`config.mk`:
```
export PLATFORM = sky130hd
export DESIGN_NAME = qformat_mac
export DESIGN_NICKNAME = d
export VERILOG_FILES = /design/src/rtl/qformat_mac.sv
export SDC_FILE = /design/constraint.sdc
export NUM_CORES = 1
export LEC_CHECK = 0
export ABC_AREA = 1
export CAP_MARGIN = 20
export CORE_MARGIN = 8
export CORE_UTILIZATION = 65
export DETAILED_ROUTE_END_ITERATION = 10
export PLACE_DENSITY = 0.81
export SETUP_SLACK_MARGIN = 0.05
export SLEW_MARGIN = 20
export SYNTH_ARGS = -nofsm -noshare
export SYNTH_HDL_FRONTEND = slang
export SYNTH_SLANG_ARGS = --single-unit
```
`constraint.sdc`:
```
create_clock -name clock -period 8.3 [get_ports clock]
set_input_delay 1.66 -clock clock [delete_from_list [all_inputs] [get_ports clock]]
set_output_delay 1.66 -clock clock [all_outputs]
set_load 0.1 [all_outputs]
```
`src/rtl/qformat_mac.sv`:
```
// ----------------------------------------------------------------------------
// qformat_mac
//
// Signed Q-format multiply-accumulate engine. It takes a stream of signed
// Q(I).(F) operand pairs and sums their full-precision Q(2I).(2F) products in
// an accumulator that has G guard bits. When the pair marked last has been
// summed, the total is rescaled back to Q(I).(F), saturated, and held on the
// output until the downstream side accepts it.
//
// Pipeline
//   P : operand product register (prod_q)
//   A : accumulator add; the final sum is captured in sum_q
//   O : rescale/saturate from sum_q into out_value_q
//   The in_last pair is accepted at edge k and out_valid rises after edge k+2.
//
// Handshakes
//   A transfer happens on a rising clock edge where valid and ready are both
//   high. A valid signal stays high, with its payload stable, until that
//   transfer. Ready may rise or fall in any cycle and does not depend on valid
//   in the same cycle.
//
// Optional feature (compile-time macro)
//   QFORMAT_MAC_ROUND_EN : when defined, 2**(F-1) is added before the shift
//                          (round half toward +inf). When undefined, the shift
//                          is a plain arithmetic truncate toward -inf.
//
// Ports
//   clock        in   1  rising-edge clock
//   reset        in   1  synchronous, active-high
//   in_valid     in   1  operand pair valid
//   in_ready     out  1  block can accept an operand pair (ACCUM state, not in reset)
//   in_a         in   W  signed Q operand A
//   in_b         in   W  signed Q operand B
//   in_last      in   1  final pair of the current vector
//   out_valid    out  1  result valid, held until accepted
//   out_ready    in   1  downstream accepts result
//   out_value    out  W  signed Q result, same format as the inputs
//   out_overflow out  1  result saturated, or more than 2**G terms summed
// ----------------------------------------------------------------------------
module qformat_mac #(
    parameter int NUM_FIXED_BITS      = 8,
    parameter int NUM_FRACTIONAL_BITS = 8,
    parameter int ACC_GUARD_BITS      = 4
) (
    input  logic                                          clock,
    input  logic                                          reset,
    input  logic                                          in_valid,
    output logic                                          in_ready,
    input  logic [NUM_FIXED_BITS+NUM_FRACTIONAL_BITS-1:0] in_a,
    input  logic [NUM_FIXED_BITS+NUM_FRACTIONAL_BITS-1:0] in_b,
    input  logic                                          in_last,
    output logic                                          out_valid,
    input  logic                                          out_ready,
    output logic [NUM_FIXED_BITS+NUM_FRACTIONAL_BITS-1:0] out_value,
    output logic                                          out_overflow
);

    localparam int W     = NUM_FIXED_BITS + NUM_FRACTIONAL_BITS;
    localparam int F     = NUM_FRACTIONAL_BITS;
    localparam int G     = ACC_GUARD_BITS;
    localparam int PW    = 2 * W;
    localparam int ACC_W = PW + G;
    localparam int CNT_W = G + 1;

    // The term counter stops at 2**G+1. That value is enough to show that
    // the vector ran past the guard-bit capacity.
    localparam logic [CNT_W-1:0] CNT_LIMIT = CNT_W'(2 ** G);
    localparam logic [CNT_W-1:0] CNT_SAT   = CNT_W'(2 ** G + 1);

    // Saturation bounds, sign-extended to the rescale width.
    localparam logic signed [ACC_W:0] Q_MAX = (ACC_W + 1)'((2 ** (W - 1)) - 1);
    localparam logic signed [ACC_W:0] Q_MIN = ~Q_MAX;

    typedef enum logic [1:0] {
        ST_ACCUM = 2'd0,
        ST_FLUSH = 2'd1,
        ST_HOLD  = 2'd2
    } state_e;

    state_e                   state_q,     state_d;
    logic signed [PW-1:0]     prod_q,      prod_d;
    logic                     prod_vld_q,  prod_vld_d;
    logic                     prod_last_q, prod_last_d;
    logic signed [ACC_W-1:0]  acc_q,       acc_d;
    logic        [CNT_W-1:0]  cnt_q,       cnt_d;
    logic signed [ACC_W-1:0]  sum_q,       sum_d;
    logic                     sum_vld_q,   sum_vld_d;
    logic                     term_ovf_q,  term_ovf_d;
    logic        [W-1:0]      out_value_q, out_value_d;
    logic                     out_valid_q, out_valid_d;
    logic                     out_ovf_q,   out_ovf_d;

    logic                     accept;
    logic signed [PW-1:0]     a_ext;
    logic signed [PW-1:0]     b_ext;
    logic signed [ACC_W-1:0]  prod_sext;
    logic signed [ACC_W-1:0]  sum_now;
    logic        [CNT_W-1:0]  cnt_inc;
    logic signed [ACC_W:0]    sum_ext;
    logic signed [ACC_W:0]    sum_rnd;
    logic signed [ACC_W:0]    shifted;
    logic                     sat_hi;
    logic                     sat_lo;
    logic        [W-1:0]      res_value;

    assign in_ready     = (state_q == ST_ACCUM) && !reset;
    assign accept       = in_valid && in_ready;
    assign out_valid    = out_valid_q;
    assign out_value    = out_value_q;
    assign out_overflow = out_ovf_q;

    // ---------------- FSM next state ----------------
    always_comb begin
        state_d = state_q;
        case (state_q)
            ST_ACCUM: if (accept && in_last)          state_d = ST_FLUSH;
            ST_FLUSH:                                 state_d = ST_HOLD;
            ST_HOLD:  if (out_valid_q && out_ready)   state_d = ST_ACCUM;
            default:                                  state_d = ST_ACCUM;
        endcase
    end

    // ---------------- Stage P: product ----------------
    // The operands are sign-extended to 2W bits first. The product then has
    // full precision, including (-2**(W-1))**2.
    always_comb begin
        a_ext       = {{W{in_a[W-1]}}, in_a};
        b_ext       = {{W{in_b[W-1]}}, in_b};
        prod_vld_d  = accept;
        prod_last_d = accept && in_last;
        // The product register keeps its old value when nothing is accepted.
        // This stops unaccepted operand values from reaching the datapath.
        prod_d      = accept ? (a_ext * b_ext) : prod_q;
    end

    // ---------------- Stage A: accumulate ----------------
    always_comb begin
        prod_sext  = {{G{prod_q[PW-1]}}, prod_q};
        sum_now    = acc_q + prod_sext;
        cnt_inc    = (cnt_q == CNT_SAT) ? cnt_q : cnt_q + CNT_W'(1);
        acc_d      = acc_q;
        cnt_d      = cnt_q;
        sum_d      = sum_q;
        sum_vld_d  = 1'b0;
        term_ovf_d = term_ovf_q;
        if (prod_vld_q) begin
            if (prod_last_q) begin
                sum_d      = sum_now;
                sum_vld_d  = 1'b1;
                term_ovf_d = (cnt_inc > CNT_LIMIT);
                acc_d      = '0;
                cnt_d      = '0;
            end else begin
                acc_d = sum_now;
                cnt_d = cnt_inc;
            end
        end
    end

    // ---------------- Stage O: rescale + saturate ----------------
    // One spare top bit means the rounding add cannot wrap.
    always_comb begin
        sum_ext = {sum_q[ACC_W-1], sum_q};
`ifdef QFORMAT_MAC_ROUND_EN
        sum_rnd = (F > 0) ? (sum_ext + (ACC_W + 1)'(2 ** ((F > 0) ? F - 1 : 0))) : sum_ext;
`else
        sum_rnd = sum_ext;
`endif
        shifted   = sum_rnd >>> F;
        sat_hi    = (shifted > Q_MAX);
        sat_lo    = (shifted < Q_MIN);
        res_value = sat_hi ? Q_MAX[W-1:0] : (sat_lo ? Q_MIN[W-1:0] : shifted[W-1:0]);
    end

    always_comb begin
        out_value_d = out_value_q;
        out_valid_d = out_valid_q;
        out_ovf_d   = out_ovf_q;
        if (sum_vld_q) begin
            out_value_d = res_value;
            out_valid_d = 1'b1;
            out_ovf_d   = sat_hi || sat_lo || term_ovf_q;
        end else if (out_valid_q && out_ready) begin
            out_valid_d = 1'b0;
            out_ovf_d   = 1'b0;
        end
    end

    // ---------------- Registers ----------------
    always_ff @(posedge clock) begin
        if (reset) begin
            state_q     <= ST_ACCUM;
            prod_q      <= '0;
            prod_vld_q  <= 1'b0;
            prod_last_q <= 1'b0;
            acc_q       <= '0;
            cnt_q       <= '0;
            sum_q       <= '0;
            sum_vld_q   <= 1'b0;
            term_ovf_q  <= 1'b0;
            out_value_q <= '0;
            out_valid_q <= 1'b0;
            out_ovf_q   <= 1'b0;
        end else begin
            state_q     <= state_d;
            prod_q      <= prod_d;
            prod_vld_q  <= prod_vld_d;
            prod_last_q <= prod_last_d;
            acc_q       <= acc_d;
            cnt_q       <= cnt_d;
            sum_q       <= sum_d;
            sum_vld_q   <= sum_vld_d;
            term_ovf_q  <= term_ovf_d;
            out_value_q <= out_value_d;
            out_valid_q <= out_valid_d;
            out_ovf_q   <= out_ovf_d;
        end
    end

endmodule
```
# Word level (Yosys, flattened, before mapping)

Index checks and enable logic that the tools add are counted.

Word-level logic and storage cells: 48
Flip-flop bits (word level): 133

Equal/unequal tests: 5
Multiply operators: 1
Multiplexer cells: 12
Add/subtract/negate cells: 2
Bitwise operators: 1
Magnitude comparators: 3
Reduce and logical (&&, ||, !) cells: 12

Operators with widths:

| cell                                                          | count |
|---|---|
| adder 36 x 32 -> 36 bit                                       | 1 |
| two-way mux 36 bit                                            | 1 |
| multiplier 16 x 16 -> 32 bit                                  | 1 |
| two-way mux 16 bit                                            | 2 |
| > comparator 28 x 16 -> 1 bit (second input constant)         | 1 |
| less-than comparator 28 x 16 -> 1 bit (second input constant) | 1 |
| two-way mux 5 bit                                             | 2 |
| one-hot mux 2 bit (3 select lines)                            | 1 |
| adder 5 x 1 -> 5 bit (second input constant)                  | 1 |
| == test 5 bit (second input constant)                         | 1 |
| > comparator 5 bit (second input constant)                    | 1 |
| logical AND 1 bit                                             | 4 |
| two-way mux 1 bit                                             | 4 |
| two-way mux 2 bit                                             | 2 |
| inequality test 2 bit (second input constant)                 | 2 |
| AND reduction 2 bit                                           | 2 |
| == test 2 x 1 -> 1 bit (second input constant)                | 1 |
| == test 2 bit (second input constant)                         | 1 |
| logical NOT 2 bit                                             | 1 |
| logical OR 1 bit                                              | 2 |
| nonzero test 2 bit                                            | 1 |
| OR reduction 2 bit                                            | 1 |
| logical NOT 1 bit                                             | 1 |
| inverter 1 bit                                                | 1 |

# Longest topological paths before layout

Depth in word-level cells: 6
Depth in mapped cells: 29
Gate-level depth less buffers: 27

# Least setup slack after synthesis

OpenSTA, ideal clock, no wires.

Path type: input to register
From: input port in_b[3]
To: register prod_q[30]
Arrival: 7.131 ns
Path buffers: 2
Stages: 24
Slack: 1.054 ns
Library setup time: 0.115 ns
Cell sequence: clkbuf_1 clkbuf_1 nand2_1 inv_1 fa_1 inv_1 fa_1 inv_1 fa_1 fa_1 inv_1 fa_1 fa_1 inv_1 ha_1 inv_1 nor3_1 nand2_1 nor4_1 nand2_1 nand2_1 nor2_1 o21ai_0 inv_1

Word-level cells in the longest chain between the ends: 1

Ends and longest elaborated chain:

| what                         | line | source |
|---|---|---|
| from (decl)                  | 50   | `input logic [NUM_FIXED_BITS+NUM_FRACTIONAL_BITS-1:0] in_b,` |
| multiplier 16 x 16 -> 32 bit | 133  | `prod_d = accept ? (a_ext * b_ext) : prod_q;` |
| to (signal assigned)         | 206  | `prod_q <= prod_d;` |
| to (decl)                    | 81   | `logic signed [PW-1:0] prod_q, prod_d;` |

No other way between the ends.
A chain may end at the register's enable or synchronous reset.

# Worst setup path in the final report

From: input port in_a[15]
To: register prod_q[23]

Word-level cells in the longest chain between the ends: 1

Ends and longest elaborated chain:

| what                         | line | source |
|---|---|---|
| from (decl)                  | 49   | `input logic [NUM_FIXED_BITS+NUM_FRACTIONAL_BITS-1:0] in_a,` |
| multiplier 16 x 16 -> 32 bit | 133  |  |

No other way between the ends.

==> flow_summary.toml <==
[status]
outcome = "finished clean"

[clock_network]
cts.sinks = 125
post-cts-setup-buffers = 0
post_cts_resized = 0
hold_buffers = 0
ctsLongestPathBuffers = 2
cts_root_buffer = "clkbuf_16"
cts_tree = "yes"
htreeDepth = 4
insertion_delay_ns = 0.42
clk_pin_slew_ns = 0.07
numCtsBuffers = 17

[yosys]
synthMuxAreaShare_pct = 0
synth.most_common_cell = "nand2_1"
synthCells = 2561
synthTopCellsByArea = "fa_1, nand2_1, dfxtp_1"
synthXorXnorAreaFrac_pct = 1.23
synth_top_family_by_area = "adder cells"
yosysSeqAreaShare_pct = 14.0
synth_area_mm2 = 0.0178
synth-main-ff-cell = "dfxtp_1"
synthAdderAreaFrac_pct = 37.9
synthSimpleGateAreaFrac_pct = 24.2
syn_area_per_cell_um2 = 6.96
synth_top_cell_area_share_pct = 29.5
syn_nets = 2980
synth_compound_area_share_pct = 7.13
yosysTopAreaCell = "fa_1"
synth_cell_types = 38
synthArstFlopShare_pct = 0
ys_top_cells_by_count = "nand2_1, inv_1, fa_1"
synth-seq-cells = 125
synth_warnings = 0
synth_edf_count = 0

[finish]
fillers = 2230
nNetsFinal = 3000
seqCellArea_mm2 = 0.00250
areaGrowthSynthToFinish_pct = 8.41
drive_above_1_share_pct = 3.59
antenna_cells = 0
final_area_mm2 = 0.0193
multiInputGateArea_mm2 = 0.0126

[floorplan]
core-area_mm2 = 0.0270
die_area_mm2 = 0.0330
std_cell_rows = 60
dieHeight_um = 182
initial_utilization_pct = 66.2
io_pins = 56
die_w_um = 182

[placed_design]
dpl.hpwl_um = 39400
dpl_cell_area_mm2 = 0.0187
portBuffers = 55
dpl_worst_slack_ns = 0.132
gp_congestion = 0.960

[sta]
slew_headroom_pct = 28.8
setup_viol = 0
hold_viol = 0
rsz0062_at_grt = "no"
tightestPinTransition_ns = 1.06
fin_crit_ns = 7.80
finClkSkew_ns = 0.0105
fmax_mhz = 128
layout_setup_ws_ns = 0.499
slew_viol_final = 0
fin_crit_sh_pct = 94.0
finalSetupTns_ns = 0

[drt]
first_iter_violations = 1563
drt_pass1_iterations = 8
drc = 0
postRouteAntennaNets = 0
viasPerCell = 5.45
post_drt_wl_per_cell_um = 16.3
num_vias = 15992
finalWirelength_um = 48000

[grt]
grt_pass1_vias = 16190
grt_usage_pct = 30.0
grt_pass1_wl_um = 80300
antenna_found_initial = 0
grt_overflow_total = 0
grt_start_max_net_pins = 62

[critical_path]
worstPathRequired_ns = 8.66
crit_path_start_kind = "input pin"
cp-end-kind = "flip-flop"
cp_max_fo = 8
critPathKind = "input pin to flip-flop"
cp.arrival_ns = 8.16

[job]
maxCapViolations = 0

[min_path]
hold_path.class = "flip-flop to flip-flop"
[worst max-delay path, stage by stage]
cell	delay (ns)
clkdlybuf4s50_1	0.64
nand2_1	0.22
inv_1	0.11
fa_1	0.55
inv_1	0.07
fa_1	0.70
inv_1	0.27
fa_1	0.61
fa_1	0.44
fa_1	0.55
inv_1	0.06
fa_1	0.53
inv_1	0.04
ha_1	0.31
nand2_1	0.12
nor2_1	0.16
inv_1	0.10
nor2_1	0.25
nand4_1	0.22
nand3_1	0.16
xor2_1	0.21
o21ai_0	0.10
inv_1	0.07
[cells in the final DEF, fill, tap and decap left out, types with 13 or more instances in the layout]
cell type / netlist / final
nor2_1: 133 / 131
o21ai_0: 79 / 79
fa_1: 263 / 263
o21bai_1: 15 / 15
clkbuf_16: 0 / 17
nand4_1: 22 / 22
inv_1: 643 / 642
xnor2_1: 13 / 13
clkdlybuf4s50_1: 0 / 54
nand3_1: 123 / 123
nand2_1: 722 / 722
nor3_1: 18 / 18
buf_4: 1 / 36
a21oi_1: 126 / 126
ha_1: 119 / 119
dfxtp_1: 125 / 125
[per-stage QoR]
step / hold slack [ns] / cells / utilization [%]
detailed placement: 0.452 / 2903 / 69.5
finish: 0.453 / 2935 / 71.7
global placement: 0.446 / 2903 / 69.5
floorplan: 0.439 / 2561 / -
CTS: 0.450 / 2935 / 71.7
global route: 0.482 / 2935 / 71.7
[final timing paths]
kind / start / endpoint / slack, ns / depth (start not counted)
worst max-delay path: in_a[15] / prod_q[23]$_SDFFE_PP0P_ / 0.50 / 23
worst min-delay path: sum_vld_q$_SDFF_PP0_ / out_value[15]$_SDFFE_PP0P_ / 0.45 / 2
worst max register to register: prod_q[0]$_SDFFE_PP0P_ / sum_q[20]$_SDFFE_PP0P_ / 5.52 / 12
worst min register to register: sum_vld_q$_SDFF_PP0_ / out_value[15]$_SDFFE_PP0P_ / 0.45 / 2
[cells by family after synthesis]
group / count (synthesis)
compound gates: 238
xor+xnor: 25
fa+ha+maj: 382
buf+inv: 736
flops: 125
simple gates: 1055
[layer usage]
| metal | GRT usage, % | part of all wire [%] | wire length, µm | vias up |
|---|---|---|---|---|
| met5 | 0 | 0 | 0 | - |
| li1 | - | - | - | 7618 |
| met3 | 6.03 | 9.0 | 4300 | 72 |
| met1 | 42.0 | 44 | 21200 | 7660 |
| met2 | 47.5 | 45 | 21800 | 642 |
| met4 | 6.23 | 1.5 | 731 | 0 |
[sequential cells by signal, summed over array words and instances, names as in the netlist, 2 cells and up]
register and count:
acc_q 36, prod_q 32, sum_q 28, out_value 16, cnt_q 5, state_q 2
[final cells by class]
class | count | share of cell area [%]
flip-flops and latches | 125 | 12.9
clock inverters | 15 | 0.893
well taps | 341 | 2.21
clock buffers | 17 | 2.20
multi-input cells | 1700 | 65.0
repair buffers | 91 | 4.22
inverters | 646 | 12.5
Power is left out: the tool's default activity adds up to more than one toggle a clock period on the data nets, which glitch-free logic cannot reach.
